File: src/rtl/majority_window_sampler_if.sv
// ---------------------------------------------------------------------------
// majority_window_sampler_if
//   Bundles the serial-input controls and the window handshake of the
//   majority window sampler so they travel as one port.
//
//   Signals
//     enable       1 = sample, 0 = idle and drop any partial window
//     din          serial data being oversampled
//     win_ready    consumer accepts the window on win_valid && win_ready
//     clr_overrun  synchronous clear of the sticky overrun flag
//     win          packed window, win[3] oldest sample ... win[0] newest
//     win_valid    win/vote/ones hold a window not yet accepted
//     vote         1 when at least three of the four samples are 1
//     ones         population count of win (0..4)
//     overrun      sticky flag, a completed window was dropped
//
//   Modports
//     master  the sampler, which produces the window
//     slave   the feeder/consumer side, which drives the controls
// ---------------------------------------------------------------------------
interface majority_window_sampler_if;
    logic       enable;
    logic       din;
    logic       win_ready;
    logic       clr_overrun;
    logic [3:0] win;
    logic       win_valid;
    logic       vote;
    logic [2:0] ones;
    logic       overrun;

    modport master (
        input  enable, din, win_ready, clr_overrun,
        output win, win_valid, vote, ones, overrun
    );

    modport slave (
        output enable, din, win_ready, clr_overrun,
        input  win, win_valid, vote, ones, overrun
    );
endinterface

File: src/rtl/majority_window_sampler.sv
// ---------------------------------------------------------------------------
// majority_window_sampler
//   Oversamples a 1-bit serial input once every DIV clocks and packs four
//   consecutive samples into a window. The window is offered downstream on a
//   valid/ready handshake together with a registered 3-of-4 majority vote and
//   a ones count. A window that completes while the previous one is still
//   waiting is dropped and raises a sticky overrun flag.
//
//   Parameters
//     DIV    clocks between samples (1 .. 2**CNT_W)
//     CNT_W  width of the sample-interval divider counter
//
//   Ports
//     clk    rising-edge clock
//     rst    synchronous active-high reset, overrides every other input
//     bus    majority_window_sampler_if.master (controls in, window out)
// ---------------------------------------------------------------------------
module majority_window_sampler #(
    parameter int DIV   = 4,
    parameter int CNT_W = 8
) (
    input  logic                       clk,
    input  logic                       rst,
    majority_window_sampler_if.master  bus
);

    localparam logic [CNT_W-1:0] DIV_LAST = CNT_W'(DIV - 1);

    typedef enum logic {
        IDLE,
        FILL
    } state_e;

    state_e           state_q,     state_d;
    logic [CNT_W-1:0] div_cnt_q,   div_cnt_d;
    logic [1:0]       samp_cnt_q,  samp_cnt_d;
    logic [2:0]       stage_q,     stage_d;
    logic [3:0]       win_q,       win_d;
    logic             win_valid_q, win_valid_d;
    logic             vote_q,      vote_d;
    logic [2:0]       ones_q,      ones_d;
    logic             overrun_q,   overrun_d;

    logic             complete;
    logic [3:0]       new_win;
    logic [2:0]       new_ones;

    function automatic logic [2:0] count_ones(input logic [3:0] w);
        return 3'(w[3]) + 3'(w[2]) + 3'(w[1]) + 3'(w[0]);
    endfunction

    // The completing window is the three staged samples plus the live din,
    // so it can be registered on the same edge as the fourth sample.
    assign new_win  = {stage_q, bus.din};
    assign new_ones = count_ones(new_win);

    // Next-state logic: sampling FSM first, then the output handshake.
    // Overrun is cleared before the completion logic so that a drop in the
    // same cycle as clr_overrun still leaves the flag set.
    always_comb begin
        state_d     = state_q;
        div_cnt_d   = div_cnt_q;
        samp_cnt_d  = samp_cnt_q;
        stage_d     = stage_q;
        win_d       = win_q;
        win_valid_d = win_valid_q;
        vote_d      = vote_q;
        ones_d      = ones_q;
        overrun_d   = overrun_q;
        complete    = 1'b0;

        case (state_q)
            IDLE: begin
                if (bus.enable) begin
                    state_d    = FILL;
                    div_cnt_d  = '0;
                    samp_cnt_d = '0;
                    stage_d    = '0;
                end
            end
            FILL: begin
                if (!bus.enable) begin
                    state_d    = IDLE;
                    div_cnt_d  = '0;
                    samp_cnt_d = '0;
                    stage_d    = '0;
                end else if (div_cnt_q == DIV_LAST) begin
                    div_cnt_d  = '0;
                    samp_cnt_d = samp_cnt_q + 2'd1;
                    stage_d    = {stage_q[1:0], bus.din};
                    complete   = (samp_cnt_q == 2'd3);
                end else begin
                    div_cnt_d  = div_cnt_q + CNT_W'(1);
                end
            end
            default: begin
                state_d = IDLE;
            end
        endcase

        if (bus.clr_overrun) begin
            overrun_d = 1'b0;
        end

        if (complete) begin
            if (!win_valid_q || bus.win_ready) begin
                win_d       = new_win;
                ones_d      = new_ones;
                vote_d      = (new_ones >= 3'd3);
                win_valid_d = 1'b1;
            end else begin
                overrun_d   = 1'b1;
            end
        end else if (win_valid_q && bus.win_ready) begin
            win_valid_d = 1'b0;
        end
    end

    // State register with synchronous reset.
    always_ff @(posedge clk) begin
        if (rst) begin
            state_q     <= IDLE;
            div_cnt_q   <= '0;
            samp_cnt_q  <= '0;
            stage_q     <= '0;
            win_q       <= '0;
            win_valid_q <= 1'b0;
            vote_q      <= 1'b0;
            ones_q      <= '0;
            overrun_q   <= 1'b0;
        end else begin
            state_q     <= state_d;
            div_cnt_q   <= div_cnt_d;
            samp_cnt_q  <= samp_cnt_d;
            stage_q     <= stage_d;
            win_q       <= win_d;
            win_valid_q <= win_valid_d;
            vote_q      <= vote_d;
            ones_q      <= ones_d;
            overrun_q   <= overrun_d;
        end
    end

    assign bus.win       = win_q;
    assign bus.win_valid = win_valid_q;
    assign bus.vote      = vote_q;
    assign bus.ones      = ones_q;
    assign bus.overrun   = overrun_q;

endmodule

File: src/flat_wrapper.sv
// flat-port wrapper written by rule: the top's interface ports become plain ports
module majority_window_sampler_flat 
#(
    parameter int DIV   = 4,
    parameter int CNT_W = 8
)
  (clk, rst, bus_enable, bus_din, bus_win_ready, bus_clr_overrun, bus_win, bus_win_valid, bus_vote, bus_ones, bus_overrun);
  majority_window_sampler_if bus_i ();
  input  logic clk;
  input  logic rst;
  input wire logic [$bits(bus_i.enable)-1:0] bus_enable;
  input wire logic [$bits(bus_i.din)-1:0] bus_din;
  input wire logic [$bits(bus_i.win_ready)-1:0] bus_win_ready;
  input wire logic [$bits(bus_i.clr_overrun)-1:0] bus_clr_overrun;
  output wire logic [$bits(bus_i.win)-1:0] bus_win;
  output wire logic [$bits(bus_i.win_valid)-1:0] bus_win_valid;
  output wire logic [$bits(bus_i.vote)-1:0] bus_vote;
  output wire logic [$bits(bus_i.ones)-1:0] bus_ones;
  output wire logic [$bits(bus_i.overrun)-1:0] bus_overrun;
  assign bus_i.enable = bus_enable;
  assign bus_i.din = bus_din;
  assign bus_i.win_ready = bus_win_ready;
  assign bus_i.clr_overrun = bus_clr_overrun;
  assign bus_win = bus_i.win;
  assign bus_win_valid = bus_i.win_valid;
  assign bus_vote = bus_i.vote;
  assign bus_ones = bus_i.ones;
  assign bus_overrun = bus_i.overrun;
  majority_window_sampler #(.DIV(DIV), .CNT_W(CNT_W)) u_core (.clk(clk), .rst(rst), .bus(bus_i));
endmodule
File: config.mk
export PLATFORM = sky130hd
export DESIGN_NAME = majority_window_sampler_flat
export DESIGN_NICKNAME = d
export VERILOG_FILES = /design/src/rtl/majority_window_sampler_if.sv /design/src/rtl/majority_window_sampler.sv /design/src/flat_wrapper.sv
export SDC_FILE = /design/constraint.sdc
export NUM_CORES = 1
export LEC_CHECK = 0
export ABC_CLOCK_PERIOD_IN_PS = 2900
export CORE_AREA = 2 2 61 63
export DETAILED_ROUTE_END_ITERATION = 6
export DIE_AREA = 0 0 63 65
export GPL_TIMING_DRIVEN = 0
export PLACE_DENSITY = 0.61
export SKIP_CTS_REPAIR_TIMING = 1
export SLEW_MARGIN = 20
export SYNTH_ARGS = -nofsm -noshare
export SYNTH_HDL_FRONTEND = slang
export SYNTH_SLANG_ARGS = --single-unit
File: constraint.sdc
create_clock -name clk -period 2.9 [get_ports clk]
set_input_delay 0.435 -clock clk [delete_from_list [all_inputs] [get_ports clk]]
set_output_delay 0.435 -clock clk [all_outputs]
set_load 0.03 [all_outputs]
# Yosys cells after proc, flatten, opt, wreduce, memory -nomap -nowiden
# Cells that the tools add are included.
totals:
  register_bits: 24
  word_cells: 50
  inputBits: 6
  output_inout_bits: 10
op_classes:
  eq_ne: 5
  magnitude_cmp: 1
  add_sub_neg: 5
  bitwise: 1
  n_reduce_logical: 7
  mux: 22
op_table:
  columns: ["cell", "count"]
  rows:
  - ["8-bit 2-to-1 mux", 3]
  - ["8-bit case mux with 2 select lines", 1]
  - ["1-bit 2-to-1 mux", 10]
  - ["3-bit 2-to-1 mux", 3]
  - ["8-bit by 1-bit adder with 8-bit output (second input constant)", 1]
  - ["8-bit by 2-bit equality test with 1-bit output (second input constant)", 1]
  - ["3-bit by 1-bit adder with 3-bit output", 2]
  - ["2-bit 2-to-1 mux", 3]
  - ["3-bit case mux with 2 select lines", 1]
  - ["2-bit AND reduction", 3]
  - ["2-bit != test (second input constant)", 2]
  - ["2-bit case mux with 2 select lines", 1]
  - ["3-bit by 2-bit >= comparator with 1-bit output (second input constant)", 1]
  - ["3-bit != test (second input constant)", 1]
  - ["1-bit by 1-bit adder with 2-bit output", 1]
  - ["2-bit by 1-bit adder with 2-bit output (second input constant)", 1]
  - ["2-bit equality test (second input constant)", 1]
  - ["2-bit nonzero test", 1]
  - ["1-bit logical AND", 1]
  - ["1-bit zero test", 1]
  - ["1-bit logical OR", 1]
  - ["1-bit NOT", 1]

# Logic depth before layout (Yosys ltp)
logic_depth:
  depth_word: 6
  depth_mapped: 8
  depth_no_buf: 8

# Worst setup path after synthesis
# No wires, ideal clock.
synth_timing:
  kind: "reg-to-reg"
  startpoint: "register u_core.stage_q[1]"
  endpoint: "register u_core.vote_q, in the netlist u_core.bus.vote"
  period_less_slack_ns: 1.661
  setup_time_ns: 0.128
  slack_ns: 1.239
  t_required_ns: 2.772
  path_buffers: 0
  t_arrival_ns: 1.533
  path_stages_with_launch: 9
  path_cell_list: "dfxtp_1 -> ha_1 -> inv_1 -> fa_1 -> inv_1 -> ha_1 -> a21o_1 -> mux2i_1 -> nor2_1"
synth_via:
  elab_chain_len: 4
synth_lines:
  columns: ["item", "line_no", "rtl"]
  rows:
  - ["start, declared", "majority_window_sampler.sv:37", "logic [2:0] stage_q, stage_d;"]
  - ["start signal, assigned", "majority_window_sampler.sv:135", "stage_q <= stage_d;"]
  - ["1-bit by 1-bit adder with 2-bit output", "majority_window_sampler.sv:49", "return 3'(w[3]) + 3'(w[2]) + 3'(w[1]) + 3'(w[0]);"]
  - ["3-bit by 1-bit adder with 3-bit output (2 in a row)", "majority_window_sampler.sv:49", null]
  - ["named net u_core.new_ones[1]", "majority_window_sampler.sv:46", "logic [2:0] new_ones;"]
  - ["3-bit by 2-bit >= comparator with 1-bit output", "majority_window_sampler.sv:109", "vote_d = (new_ones >= 3'd3);"]
  - ["end signal, assigned", "majority_window_sampler.sv:138", "vote_q <= vote_d;"]
  - ["end, declared", "majority_window_sampler.sv:40", "logic vote_q, vote_d;"]
# The timed path passes the listed nets, and every way through them passes these cells.
# A chain may end at the register's enable or synchronous reset.

# Worst setup path in the final report
layout_timing:
  startpoint: "input bus_din"
  endpoint: "register u_core.vote_q, in the netlist u_core.bus.vote"
layout_via:
  elab_chain_len: 2
layout_lines:
  columns: ["item", "line_no", "rtl"]
  rows:
  - ["start, declared", "flat_wrapper.sv:12", "input wire logic [$bits(bus_i.din)-1:0] bus_din;"]
  - ["3-bit by 1-bit adder with 3-bit output", "majority_window_sampler.sv:49", null]
  - ["named net u_core.new_ones[1]", "majority_window_sampler.sv:46", null]
  - ["3-bit by 2-bit >= comparator with 1-bit output", "majority_window_sampler.sv:109", null]
# The timed path passes the listed nets, and every way through them passes these cells.

==> metrics.txt <==
post-synthesis cell type count=30; Setup TNS Final=0 ns; Area Growth Syn to Fin=23.9%; port buffer count=15; Die Wd=63 um; antenna violations before repair=0; dpl cell area=1310 sq um; Crit path buffers/inverters=3; Required @ worst endpoint=3.12 ns; worst-margin pin slew=0.560 ns; Synth Cell Area=1100 sq um; final worst path period share=64.3%; Post-synth EDFFs=0; GRT Residual Overflow=0; Routed WL=2200 um; clk sinks=24; Total GRT Usage=12.3%; post-synthesis sequential area ratio=43.7%; IO Count=16; Max Clk Rate=0.536 GHz; area leader, netlist=dfxtp_1; nets=152; CTS tree=done; status=complete, no violations; Core ar.=3500 sq um; startpoint types=input port; Initial Util=31.5%; drt initial violations=31; Tot Pwr=0.606 mW; layout cells sized above 1=6.43%; CP Capture Type=flip-flop; final core occ=39.0%; Async S/R FF share, synth=0%; Die H=65 um; Final Hold Violating Endpoints=0; Worst-Skew Late Latency=0.33 ns; design area=1360 sq um; worst hold margin=0.483 ns; ys flop type=dfxtp_1; RSZ-0062 raised after global routing=false; CTS Buffer Depth=2; clock transition at the registers of the reported paths=0.14 ns; Synth top area share=43.7%; slew margin rel.=62.7%; maximum fanout along the worst path=3; Clock Skew=0.00681 ns; clock root buffer=clkbuf_4; die area=4100 sq um; Max-Cap Viols=0; crit path DAT=2.09 ns; most frequent CP cell=inv_1; DP HPWL=1660 um; Mapped Avg Cell Area=9.09 sq um; post-DR wirelength/cell=11.7 um; top post-synthesis cells by area=dfxtp_1 (44%), mux2i_1 (8.2%), a21oi_1 (5.9%); clock buffer count from CTS=3; Synthesized Nets=132; YS warnings=0; vias in the first global route=952; CP Class=input port to flip-flop; minimum clock period=1.86 ns; Vias=938; Worst path slowest cell=clkdlybuf4s50_1; Cells after Synth=121; Peak supply drop=0.000258 V; DRC viols=0; Hold Crit Class=flip-flop to flip-flop; first-pass detailed-route iteration total=4; pin count of the biggest net entering global routing=15; max-slew violations=0; pwr dens=445 nW/um^2; # H-tree levels=1; Antenna Nets Post-Route=0; CP cell instances=clkdlybuf4s50_1 -> inv_1 -> fa_1 -> inv_1 -> ha_1 -> a21o_1 -> mux2i_1 -> nor2_1; first-pass GRT wire length=4080 um; CP max stage delay=0.51 ns; Yosys reg bits=24; row count=22; Ant. Diodes=0; P_leak=0.550 nW; Finish-stage setup viols=0; RePlAce Congestion=0.793; Worst path top cell family by delay=adder cells; via/cell ratio=4.99
## per-stage QoR
step / setup WS [ns] / std cells
after CTS: 1.04 / 188
after floorplan: 1.24 / 121
final: 1.04 / 188
after global routing: 0.905 / 188
after global placement: 0.699 / 184
after detailed placement: 0.680 / 184
## power breakdown
| group | internal (mW) | switching [mW] | total (mW) |
|---|---|---|---|
| Combinational | 0.0108 | 0.0160 | 0.0268 |
| Sequential | 0.331 | 0.00132 | 0.332 |
| Clock | 0.140 | 0.107 | 0.247 |
## flip-flops by register name, indices dropped and copies added (netlist names)
signal	cells
u_core.bus.ones	3
u_core.stage_q	3
u_core.samp_cnt_q	2
u_core.bus.overrun	1
u_core.div_cnt_q	8
u_core.bus.win	4
u_core.bus.vote	1
u_core.state_q	1
u_core.bus.win_valid	1
## worst reg2reg max path: stages, from the launching register on
cell     delay [ns]
dfxtp_1        0.36
ha_1           0.28
inv_1          0.05
fa_1           0.38
inv_1          0.07
ha_1           0.23
a21o_1         0.16
mux2i_1        0.11
nor2_1         0.05
## metal layers
metal | GRT usage [%] | routed length [um] | vias up
met5 | 0 | 0 | -
met4 | 3.33 | 21 | 0
met3 | 3.30 | 108 | 4
met2 | 22.9 | 1070 | 25
met1 | 13.7 | 995 | 442
li1 | - | - | 467
## area by class of cell
cell class                      instances  area [sq um]
Buffer                                  3          11.3
Clock buffer                            3          22.5
Clock inverter                          1          30.0
Fill cell                             370          2130
Inverter                                5          18.8
Multi-Input combinational cell         89           589
Sequential cell                        24           480
Tap cell                               48          60.1
Timing Repair Buffer                   15           150
## path summary, 6_finish.rpt
kind	startpoint	endpoint	slack (ns)	cells past startpoint
hold / removal	u_core.bus.overrun$_SDFF_PP0_	u_core.bus.overrun$_SDFF_PP0_	0.48	2
setup reg to reg	u_core.stage_q[1]$_SDFFE_PP0P_	u_core.bus.vote$_SDFFE_PP0P_	1.11	8
setup / recovery	bus_din	u_core.bus.vote$_SDFFE_PP0P_	1.04	8
hold reg to reg	u_core.bus.overrun$_SDFF_PP0_	u_core.bus.overrun$_SDFF_PP0_	0.48	2
## cell families (layout without fill, tap and decap cells)
| logic type | count (synthesis) | in the layout | synth area share [%] |
|---|---|---|---|
| mux | 9 | 9 | 8.19 |
| simple gates | 48 | 48 | 25.1 |
| buf+inv | 8 | 27 | 2.73 |
| fa+ha+maj | 5 | 5 | 6.37 |
| compound gates | 27 | 27 | 13.9 |
| flops | 24 | 24 | 43.7 |
## cells in the final DEF, fill, tap and decap left out, types with 2 or more instances in the layout
master | netlist | routed
clkbuf_1 | 3 | 3
a21oi_1 | 13 | 13
clkdlybuf4s50_1 | 0 | 15
a21o_1 | 2 | 2
dfxtp_1 | 24 | 24
o21ai_0 | 8 | 8
nor3_1 | 2 | 2
and3_1 | 2 | 2
inv_1 | 5 | 5
nand3_1 | 6 | 6
ha_1 | 4 | 4
nand2b_1 | 3 | 3
mux2i_1 | 9 | 9
nand2_1 | 9 | 9
nor2_1 | 15 | 15
clkbuf_4 | 0 | 3
## synthesized netlist by cell type (2+ instances only)
cell      instances
inv_1             5
nor3_1            2
a21o_1            2
mux2i_1           9
clkbuf_1          3
ha_1              4
nand2b_1          3
a21oi_1          13
dfxtp_1          24
o21ai_0           8
nand3_1           6
nor2_1           15
and3_1            2
nand2_1           9
No activity file was read; power rests on OpenSTA's default activity.
